File: src/rtl/posit_defines.sv
// rtl/posit_defines.sv - shared posit widths, field types and special-value constants
package posit_defines;

  typedef enum logic [1:0] {
    NORMAL   = 2'd0,
    EXTENDED = 2'd1
  } pd_type;

  // Scale must hold one step beyond +/-(N-2)*2^ES so saturation is detectable.
  function automatic int get_scale_width(input int n, input int es, input pd_type t);
    int w;
    w = $clog2(n) + es + 1;
    if (t != NORMAL) w = w + 1;
    return w;
  endfunction

  function automatic int get_fraction_width(input int n, input int es, input pd_type t);
    int w;
    w = n - 3 - es;
    if (w < 1) w = 1;
    if (t != NORMAL) w = n - 1;
    return w;
  endfunction

  function automatic logic [63:0] posit_maxpos(input int n);
    return (64'd1 << (n - 1)) - 64'd1;
  endfunction

  function automatic logic [63:0] posit_minpos(input int n);
    return (n > 1) ? 64'd1 : 64'd0;
  endfunction

  function automatic logic [63:0] posit_nar(input int n);
    return 64'd1 << (n - 1);
  endfunction

endpackage

File: src/rtl/pd.sv
// rtl/pd.sv - decoded posit bundle: scale, hidden-bit-free fraction and flags
interface pd #(
  parameter int SW = 4,
  parameter int FW = 5
);
  logic signed [SW-1:0] scale;
  logic        [FW-1:0] fraction;
  logic                 nar;
  logic                 sign;
  logic                 zero;
  logic                 guard;
  logic                 round;
  logic                 sticky;

  modport master (output scale, fraction, nar, sign, zero, guard, round, sticky);
  modport slave  (input  scale, fraction, nar, sign, zero, guard, round, sticky);
endinterface

File: src/rtl/posit_round_rne.sv
// rtl/posit_round_rne.sv - round-to-nearest-even increment on a posit magnitude
module posit_round_rne #(
  parameter int W = 7
) (
  input  logic [W-1:0] mag_i,
  input  logic         guard_i,
  input  logic         sticky_i,
  output logic [W-1:0] mag_o,
  output logic         overflow_o
);
  logic inc;

  assign inc                 = guard_i & (mag_i[0] | sticky_i);
  assign {overflow_o, mag_o} = {1'b0, mag_i} + {{W{1'b0}}, inc};
endmodule

File: src/rtl/posit_encoder.sv
// rtl/posit_encoder.sv - three-stage posit encoder from decoded scale/fraction form
module posit_encoder
  import posit_defines::*;
#(
  parameter int POSIT_WIDTH = 8,
  parameter int POSIT_ES    = 0
) (
  input  logic                   clk,
  input  logic                   rst_n,
  pd.slave                       operand,
  input  logic                   in_valid,
  output logic                   in_ready,
  output logic [POSIT_WIDTH-1:0] out_posit,
  output logic                   out_valid,
  input  logic                   out_ready
);
  localparam int N   = POSIT_WIDTH;
  localparam int ES  = POSIT_ES;
  localparam int SW  = get_scale_width(N, ES, NORMAL);
  localparam int FW  = get_fraction_width(N, ES, NORMAL);
  localparam int ESW = (ES > 0) ? ES : 1;
  localparam int TW  = 1 + ESW + FW + 3;
  localparam int VW  = N + TW;
  localparam int SHW = $clog2(N) + 1;

  localparam logic signed [SW-1:0] MAX_SCALE = SW'((N - 2) << ES);
  localparam logic signed [SW-1:0] MIN_SCALE = -MAX_SCALE;
  localparam logic [N-1:0]         MAXPOS    = N'(posit_maxpos(N));
  localparam logic [N-1:0]         MINPOS    = N'(posit_minpos(N));
  localparam logic [N-1:0]         NAR       = N'(posit_nar(N));

  logic                 advance;
  logic                 v1_q, v2_q, out_valid_q;
  logic [N-1:0]         out_posit_q;

  logic signed [SW-1:0] k_s;
  logic signed [SW:0]   run_s;
  logic                 fill_d, smax_d, smin_d;
  logic [SHW-1:0]       sh_d;
  logic [ESW-1:0]       e_d;

  logic [SHW-1:0]       sh1_q;
  logic                 fill1_q;
  logic [ESW-1:0]       e1_q;
  logic [FW-1:0]        frac1_q;
  logic [2:0]           grs1_q;
  logic                 sign1_q, nar1_q, zero1_q, smax1_q, smin1_q;

  logic [TW-1:0]        tail;
  logic [VW-1:0]        body, shifted;
  logic [N-2:0]         mag_d;
  logic                 guard_d, sticky_d;

  logic [N-2:0]         mag2_q;
  logic                 g2_q, st2_q, sign2_q, nar2_q, zero2_q, smax2_q, smin2_q;

  logic [N-2:0]         rmag, mag_sat;
  logic                 rovf;
  logic [N-1:0]         res_d;

  assign advance   = !out_valid_q || out_ready;
  assign in_ready  = advance;
  assign out_valid = out_valid_q;
  assign out_posit = out_posit_q;

  // S1: split scale into regime k and exponent e; precompute the regime shift.
  always_comb begin
    k_s    = operand.scale >>> ES;
    smax_d = operand.scale > MAX_SCALE;
    smin_d = operand.scale < MIN_SCALE;
    fill_d = !k_s[SW-1];
    e_d    = '0;
    if (ES > 0) e_d = operand.scale[ESW-1:0];
    if (smax_d || smin_d) run_s = (SW+1)'(1);
    else if (fill_d)      run_s = {k_s[SW-1], k_s} + (SW+1)'(1);
    else                  run_s = -{k_s[SW-1], k_s};
    sh_d = SHW'(N) - SHW'(run_s);
  end

  // S2: the run of fill bits is shortened to its true length by the left shift.
  generate
    if (ES > 0) begin : g_es
      assign tail = {!fill1_q, e1_q, frac1_q, grs1_q};
    end else begin : g_no_es
      assign tail = {!fill1_q, frac1_q, grs1_q, e1_q};
    end
  endgenerate

  assign body     = {{N{fill1_q}}, tail};
  assign shifted  = body << sh1_q;
  assign mag_d    = shifted[VW-1 -: N-1];
  assign guard_d  = shifted[VW-N];
  assign sticky_d = |shifted[VW-N-1:0];

  // S3: round, saturate, then apply sign and special values.
  posit_round_rne #(.W(N-1)) u_round (
    .mag_i      (mag2_q),
    .guard_i    (g2_q),
    .sticky_i   (st2_q),
    .mag_o      (rmag),
    .overflow_o (rovf)
  );

  always_comb begin
    mag_sat = rmag;
    if (smax2_q || rovf) mag_sat = MAXPOS[N-2:0];
    else if (smin2_q)    mag_sat = MINPOS[N-2:0];
    res_d = sign2_q ? (N'(0) - {1'b0, mag_sat}) : {1'b0, mag_sat};
    if (zero2_q) res_d = '0;
    if (nar2_q)  res_d = NAR;
  end

  always_ff @(posedge clk or negedge rst_n) begin
    if (!rst_n) begin
      v1_q        <= 1'b0;
      v2_q        <= 1'b0;
      out_valid_q <= 1'b0;
      out_posit_q <= '0;
    end else if (advance) begin
      v1_q        <= in_valid;
      v2_q        <= v1_q;
      out_valid_q <= v2_q;
      if (v2_q) out_posit_q <= res_d;
    end
  end

  always_ff @(posedge clk) begin
    if (advance) begin
      sh1_q   <= sh_d;
      fill1_q <= fill_d;
      e1_q    <= e_d;
      frac1_q <= operand.fraction;
      grs1_q  <= {operand.guard, operand.round, operand.sticky};
      sign1_q <= operand.sign;
      nar1_q  <= operand.nar;
      zero1_q <= operand.zero;
      smax1_q <= smax_d;
      smin1_q <= smin_d;

      mag2_q  <= mag_d;
      g2_q    <= guard_d;
      st2_q   <= sticky_d;
      sign2_q <= sign1_q;
      nar2_q  <= nar1_q;
      zero2_q <= zero1_q;
      smax2_q <= smax1_q;
      smin2_q <= smin1_q;
    end
  end
endmodule
File: src/flat_wrapper.sv
// flat-port wrapper written by rule: the top's interface ports become plain ports
module posit_encoder_flat import posit_defines::*;
#(
  parameter int POSIT_WIDTH = 8,
  parameter int POSIT_ES    = 0
)
  (clk, rst_n, in_valid, in_ready, out_posit, out_valid, out_ready, operand_scale, operand_fraction, operand_nar, operand_sign, operand_zero, operand_guard, operand_round, operand_sticky);
  pd operand_i ();
  input  logic clk;
  input  logic rst_n;
  input  logic in_valid;
  output logic in_ready;
  output logic [POSIT_WIDTH-1:0] out_posit;
  output logic out_valid;
  input  logic out_ready;
  input wire logic [$bits(operand_i.scale)-1:0] operand_scale;
  input wire logic [$bits(operand_i.fraction)-1:0] operand_fraction;
  input wire logic [$bits(operand_i.nar)-1:0] operand_nar;
  input wire logic [$bits(operand_i.sign)-1:0] operand_sign;
  input wire logic [$bits(operand_i.zero)-1:0] operand_zero;
  input wire logic [$bits(operand_i.guard)-1:0] operand_guard;
  input wire logic [$bits(operand_i.round)-1:0] operand_round;
  input wire logic [$bits(operand_i.sticky)-1:0] operand_sticky;
  assign operand_i.scale = operand_scale;
  assign operand_i.fraction = operand_fraction;
  assign operand_i.nar = operand_nar;
  assign operand_i.sign = operand_sign;
  assign operand_i.zero = operand_zero;
  assign operand_i.guard = operand_guard;
  assign operand_i.round = operand_round;
  assign operand_i.sticky = operand_sticky;
  posit_encoder #(.POSIT_WIDTH(POSIT_WIDTH), .POSIT_ES(POSIT_ES)) u_core (.clk(clk), .rst_n(rst_n), .operand(operand_i), .in_valid(in_valid), .in_ready(in_ready), .out_posit(out_posit), .out_valid(out_valid), .out_ready(out_ready));
endmodule
File: config.mk
export PLATFORM = sky130hd
export DESIGN_NAME = posit_encoder_flat
export DESIGN_NICKNAME = d
export VERILOG_FILES = /design/src/rtl/posit_defines.sv /design/src/rtl/pd.sv /design/src/rtl/posit_round_rne.sv /design/src/rtl/posit_encoder.sv /design/src/flat_wrapper.sv
export SDC_FILE = /design/constraint.sdc
export NUM_CORES = 1
export LEC_CHECK = 0
export ABC_AREA = 1
export BUFFER_PORTS_ARGS = -buffer_cell sky130_fd_sc_hd__buf_2
export CORE_ASPECT_RATIO = 2
export CORE_MARGIN = 5
export CORE_UTILIZATION = 52
export DETAILED_ROUTE_END_ITERATION = 10
export PLACE_DENSITY = 0.75
export SETUP_SLACK_MARGIN = 0.3
export SYNTH_ARGS = -nofsm -noshare
export SYNTH_HDL_FRONTEND = slang
export SYNTH_HIERARCHICAL = 1
export SYNTH_SLANG_ARGS = --single-unit
export TNS_END_PERCENT = 100
File: constraint.sdc
create_clock -name clk -period 2.2 [get_ports clk]
set_clock_uncertainty 0.05 [all_clocks]
set_input_delay 0.11 -clock clk [delete_from_list [all_inputs] [get_ports clk]]
set_output_delay 0.11 -clock clk [all_outputs]
set_load 0.05 [all_outputs]
== Word level (Yosys, flattened, before mapping) ==
Index checks and enable logic that the tools add are counted.

* Output and inout bits: 10
* Bits of input ports: 19
* Flip-flop bits (word level): 43
* Word-level logic and storage cells: 46

* Bitwise operators: 2
* Mux-type cells: 7
* $add $sub $neg: 5
* Shifts and indexed selects: 1
* Magnitude comparators: 2
* Reduce and logical (&&, ||, !) cells: 8

{| class="wikitable"
|+ Operator list
! operator !! count
|-
| $mux W8 || 3
|-
| $shl A18 B4 Y18 || 1
|-
| $mux W7 || 2
|-
| $reduce_or A10 Y1 || 1
|-
| $add A7 B1 Y8 || 1
|-
| $mux W4 || 2
|-
| $sub A1 B7 Y8 const A || 1
|-
| $add A4 B2 Y4 const B || 1
|-
| $gt A4 B4 Y1 const B || 1
|-
| $lt A4 B4 Y1 const B || 1
|-
| $neg A4 Y4 || 1
|-
| $sub A4 B4 Y4 const A || 1
|-
| $logic_not A1 Y1 || 3
|-
| $logic_or A1 B1 Y1 || 3
|-
| $reduce_and A2 Y1 || 1
|-
| $and A1 B1 Y1 || 1
|-
| $or A1 B1 Y1 || 1
|}

== Logic depth before layout (Yosys ltp) ==
* Depth after elaboration: 9
* Depth in mapped cells: 14
* Mapped depth without buffers: 14

== Modules after synthesis ==
The synthesis kept the hierarchy.

{| class="wikitable"
|+ By module, submodules not included
! module !! sequential area each (µm²) !! cells an instance !! area each (µm²) !! instances
|-
| posit_encoder || 1236.2 || 270 || 2306.0 || 1
|-
| posit_round_rne || 0.0 || 26 || 152.6 || 1
|}

== Worst setup path before layout ==
OpenSTA, ideal clock, no wires.

* Kind: flip-flop to flip-flop
* Start point: register u_core.out_valid_q, in the netlist u_core/out_valid
* End point: register u_core.out_posit_q[5], in the netlist u_core/out_posit[5]
* Required time: 2074 ps
* Data arrival time: 1993 ps
* Cell stages (with the launch flop): 10
* Clock period less this slack: 2119 ps
* Path buffers: 0
* Slack: 81 ps
* Setup time: 76 ps
* Cells stage by stage: dfrtp_1 -> inv_1 -> nor2_1 -> inv_2 -> nand2_2 -> nor2_1 -> nand2_1 -> inv_1 -> nand2_1 -> o21ai_1

* Word-level cells in the longest chain between the ends: 3

{| class="wikitable"
|+ RTL lines
! item !! RTL line !! source
|-
| from (decl) || posit_encoder.sv:33 || <nowiki>logic v1_q, v2_q, out_valid_q;</nowiki>
|-
| from (signal assigned) || posit_encoder.sv:122 || <nowiki>out_valid_q <= v2_q;</nowiki>
|-
| $logic_not A1 Y1 || posit_encoder.sv:61 || <nowiki>assign advance = !out_valid_q || out_ready;</nowiki>
|-
| $logic_or A1 B1 Y1 || posit_encoder.sv:61 ||
|-
| named net in_ready || flat_wrapper.sv:12 || <nowiki>output logic in_ready;</nowiki>
|-
| $reduce_and A2 Y1 (no line) || - ||
|-
| to (signal assigned) || posit_encoder.sv:123 || <nowiki>if (v2_q) out_posit_q <= res_d;</nowiki>
|-
| to (decl) || posit_encoder.sv:34 || <nowiki>logic [N-1:0] out_posit_q;</nowiki>
|}

The timed path passes the listed nets, and every way through them passes these cells.
A chain may end at the register's enable or synchronous reset.

== Worst setup path after layout ==
* Start point: register u_core.mag2_q[0]
* End point: register u_core.out_posit_q[4], in the netlist u_core/out_posit[4]

* Word-level cells in the longest chain between the ends: 9
* Elaborated cells between the ends (all ways): 10
* Those cells by class: add/sub: 2; mux: 5; bitwise: 2; reduce/logical: 1

{| class="wikitable"
|+ RTL lines
! item !! RTL line !! source
|-
| from (decl) || posit_encoder.sv:54 || <nowiki>logic [N-2:0] mag2_q;</nowiki>
|-
| from (signal assigned) || posit_encoder.sv:140 || <nowiki>mag2_q <= mag_d;</nowiki>
|-
| $or A1 B1 Y1 || posit_round_rne.sv:13 || <nowiki>assign inc = guard_i & (mag_i[0] | sticky_i);</nowiki>
|-
| $and A1 B1 Y1 || posit_round_rne.sv:13 ||
|-
| $add A7 B1 Y8 * || posit_round_rne.sv:14 || <nowiki>assign {overflow_o, mag_o} = {1'b0, mag_i} + {{W{1'b0}}, inc};</nowiki>
|-
| named net u_core.rmag[1] || posit_encoder.sv:57 || <nowiki>logic [N-2:0] rmag, mag_sat;</nowiki>
|-
| $mux W7 * || posit_encoder.sv:107 || <nowiki>else if (smin2_q) mag_sat = MINPOS[N-2:0];</nowiki>
|-
| $mux W7 * || posit_encoder.sv:106 || <nowiki>if (smax2_q || rovf) mag_sat = MAXPOS[N-2:0];</nowiki>
|-
| $sub A1 B7 Y8 * || posit_encoder.sv:108 || <nowiki>res_d = sign2_q ? (N'(0) - {1'b0, mag_sat}) : {1'b0, mag_sat};</nowiki>
|-
| $mux W8 * || posit_encoder.sv:108 ||
|-
| $mux W8 * || posit_encoder.sv:109 || <nowiki>if (zero2_q) res_d = '0;</nowiki>
|-
| $mux W8 * || posit_encoder.sv:110 || <nowiki>if (nar2_q) res_d = NAR;</nowiki>
|}

Mark *: on every way through the listed nets, which the timed path passes. The rest lies on a longest branch.

==> metrics list <==
* Layer with the highest usage after global routing: met2
- Worst path required time: 2.34 ns
- Signed area change from the synthesized netlist to the final layout: 25.65%
- The later pin in the worst-skew pair is clocked with a latency of 0.30 ns.
* CTS Buffer Depth: 2
- Destination of the worst register-to-register timing path: u_core/out_posit[4]
- Maxcap violations: 0
- Entering global routing, the biggest net connects 39 pins.
- The final count of pins violating max slew is 0.
* Y dimension of the die: 107.2 µm
* Mean instance size in the synthesized netlist: 8.306 µm²
- Summed over all nets, the half-perimeter wirelength after detailed placement is 3.836 mm.
- Worst hold path type: in2reg
* Residual DRC count: 0
- The floorplan step set the die width to 58.62 µm.
* Die footprint: 6286 µm²
- The initialized floorplan defines 35 standard-cell rows.
* Clock buffers created by TritonCTS: 5
- Final number of hold-violating endpoints: 0
- The commonest cells after synthesis are nand2_1, edfxtp_1, nand3_1.
- The region available for standard cell placement spans 4598 µm².
- Final setup viols: 0
- Max IR drop VDD: 820.0 µV
* End of the critical path: u_core/out_posit[4]
* Remaining global-route overflow: 0
* Sequential-to-total area share from yosys stat: 50.28%
* Origin of the critical flop-to-flop path: u_core/mag2_q[0]
- After detailed placement, the total cell area comes to 2673 µm².
* Status: finished, final reports clean
* Warning count from the yosys run: 6
* Share of synthesized flip-flops with an asynchronous set or reset: 25.58%
* Count leader, synth: nand2_1
- Mapped Area: 2459 µm²
* Measured slew at the worst slew-check pin: 0.4363 ns
* Startpoint of the most critical setup path: u_core/mag2_q[0]
- Hold_ws: 0.05339 ns
- Counting distinct cell types in the post-synthesis netlist gives 30.
* Via total after detailed routing: 2182
- Total clock sinks: 43
- Synthesis produced a netlist with a net count of 322.
* Leading post-synthesis cells by cell area: edfxtp_1, nand2_1, dfrtp_1, nand3_1, inv_1
* Post-layout worst setup margin: 0.1934 ns
* Category of the worst setup path capture point: flop
- Global routing used 37.12% of the available met2 tracks.
- Total wirelength of the detailed-routed design: 5.485 mm
- Max transition margin: 70.91%
- Wire length of the first global-routing pass: 8.797 mm
* Total of buffers placed on input and output ports: 28
- Synthesis handed over a netlist of 296 instances.
- Global placement routability congestion: 0.8661
- Master cell of the clock root buffer: clkbuf_8
- The detail route stage leaves a number of antenna-violating nets equal to 0.
- Average wire per standard cell: 13.38 µm
- EDFF count, synth: 32
* RSZ-0062 raised after global routing: true
- Post-route fraction of the period consumed by the critical path: 91.21%
- Post-CTS clock slew at the launch and capture registers of the worst setup and hold paths: 0.09 ns
- The detailed router finished its first iteration with 93 violations.
* Critical path data arrival time: 2.15 ns
- STA classifies the critical path startpoint as a flop.
- Worst slack, placed: 0.1336 ns
- The number of antenna diodes in the final layout is 0.
- Share of Yosys cell area claimed by the top area cell type: 39.08%
* Lkg Pwr: 1.450 nW
* Largest area contributor in the synthesized netlist: edfxtp_1
- In this run the number of H-tree levels came out at 2.
- The most used flip-flop cell after synthesis is edfxtp_1.
- Largest fanout on the critical path: 3
- Of the cells placed in the final design, the portion with a size suffix greater than 1 is 23.66%.
- Minimum clock period after layout: 2.007 ns
* Number of ports placed on the die boundary: 29
- Max Fclk: 498.4 MHz
- Global routing consumed, on the met3 layer, 3.494% of the routing resources.
* Antenna violations before repair: 0
* Post-layout net count: 380
* Detailed-route vias per instance: 5.322
- Reg2reg setup slack: 0.19 ns
- Setup Total Neg Slack: 0 ns
- TritonCTS built the clock tree.
- The via count of the first global-routing pass is 2147.
- Global-route usage over all layers: 18.27%
- Post-synthesis sequential element count: 43
- Ratio of total power to cell area: 1224 nW/µm²
* Post-route cell area: 3089 µm²
- For this run, global-route usage on met1 was measured as 14.98%.
- Initial Utilization: 53.47%
* Worst setup path class: reg2reg
- R2R cell count: 11
- First-pass iteration count of the detailed router: 4
## power breakdown
part / switching [mW] / internal, mW / leakage [nW] / total, mW
Sequential: 0.205 / 1.19 / 0.466 / 1.39
Combinational: 1.20 / 0.664 / 0.935 / 1.87
Clock: 0.287 / 0.233 / 0.0491 / 0.520
Total: 1.69 / 2.09 / 1.45 / 3.78
## repair_timing
item                                    in CTS  in global routing
hold buffers                                13                  0
endpoints found under the setup margin       6                  8
gates resized for setup                     12                 10
endpoints found under the hold margin       23                  0
setup buffers                                8                  5
pin swaps                                    5                  7
## worst max-delay path, cell delays in order, from the launching register on
cell	delay (ns)
edfxtp_1	0.39
o21a_1	0.23
ha_4	0.19
ha_4	0.26
inv_1	0.05
o21ai_2	0.14
inv_2	0.07
ha_4	0.16
nand2_2	0.05
o21ai_2	0.06
xor2_1	0.17
o21ai_1	0.07
## layout by cell type, fill, tap and decap left out, types with 4 or more instances in the layout
master         count
dlygate4sd3_1     13
nor2_1            20
buf_4             15
clkbuf_8           5
o21ai_1           13
o21ai_0            4
a21oi_1           11
inv_2              8
dfrtp_1           11
nand2_2            6
xor2_1             6
edfxtp_1          32
nand3_1           31
buf_2             28
ha_1               4
nand2_1           90
inv_1             23
## per-stage QoR
step / std cells / power [mW] / util [%]
5_1_grt: 410 / 4.038 / 67.18
4_1_cts: 405 / 3.621 / 65.50
2_1_floorplan: 296 / 2.561 / -
3_3_place_gp: 376 / 2.911 / 58.12
3_5_place_dp: 376 / 2.938 / 58.12
6_report: 410 / 3.781 / 67.18
## worst min-delay path by stage
stage,depth (start not counted),slack [ns],startpoint,to
floorplan,0,-0.24,rst_n,u_core/out_posit[0]
global placement,1,-0.06,rst_n,u_core/out_posit[2]
detailed placement,1,-0.05,rst_n,u_core/out_posit[0]
CTS,4,0.05,out_ready,u_core/v1_q
finish,4,0.05,out_ready,u_core/v1_q
global route,4,0.05,out_ready,u_core/v1_q
## final cells by class
class                      count  area [µm²]
inverter                      32       122.6
multi-input combinational    215        1172
tap                           55       68.82
clock buffer                   5       68.82
sequential                    43        1236
timing repair buffer          57       394.1
clock inverter                 3       26.28
fill                         362        1509
## routing by layer
| metal | up-vias | wire length [µm] |
|---|---|---|
| li1 | 1090 | - |
| met1 | 1001 | 1794 |
| met2 | 70 | 3262 |
| met3 | 21 | 195 |
| met4 | 0 | 233 |
| met5 | - | 0 |
## flip-flops by register name (all words and copies together) (netlist names), 3 cells and up
register          flops
u_core/frac1_q        5
u_core/grs1_q         3
u_core/mag2_q         7
u_core/out_posit      8
u_core/sh1_q          4
## kinds of logic (layout without fill, tap and decap cells)
group           Yosys count  count (layout)  synth area share (%)
compound gates           39              39                 8.906
xor+xnor                  9               9                 3.206
fa+ha+maj                 7               7                 3.562
buf+inv                  38              97                 6.005
flops                    43              43                 50.28
simple gates            160             160                 28.04
Note: power is estimated with default switching activity, not from simulation.
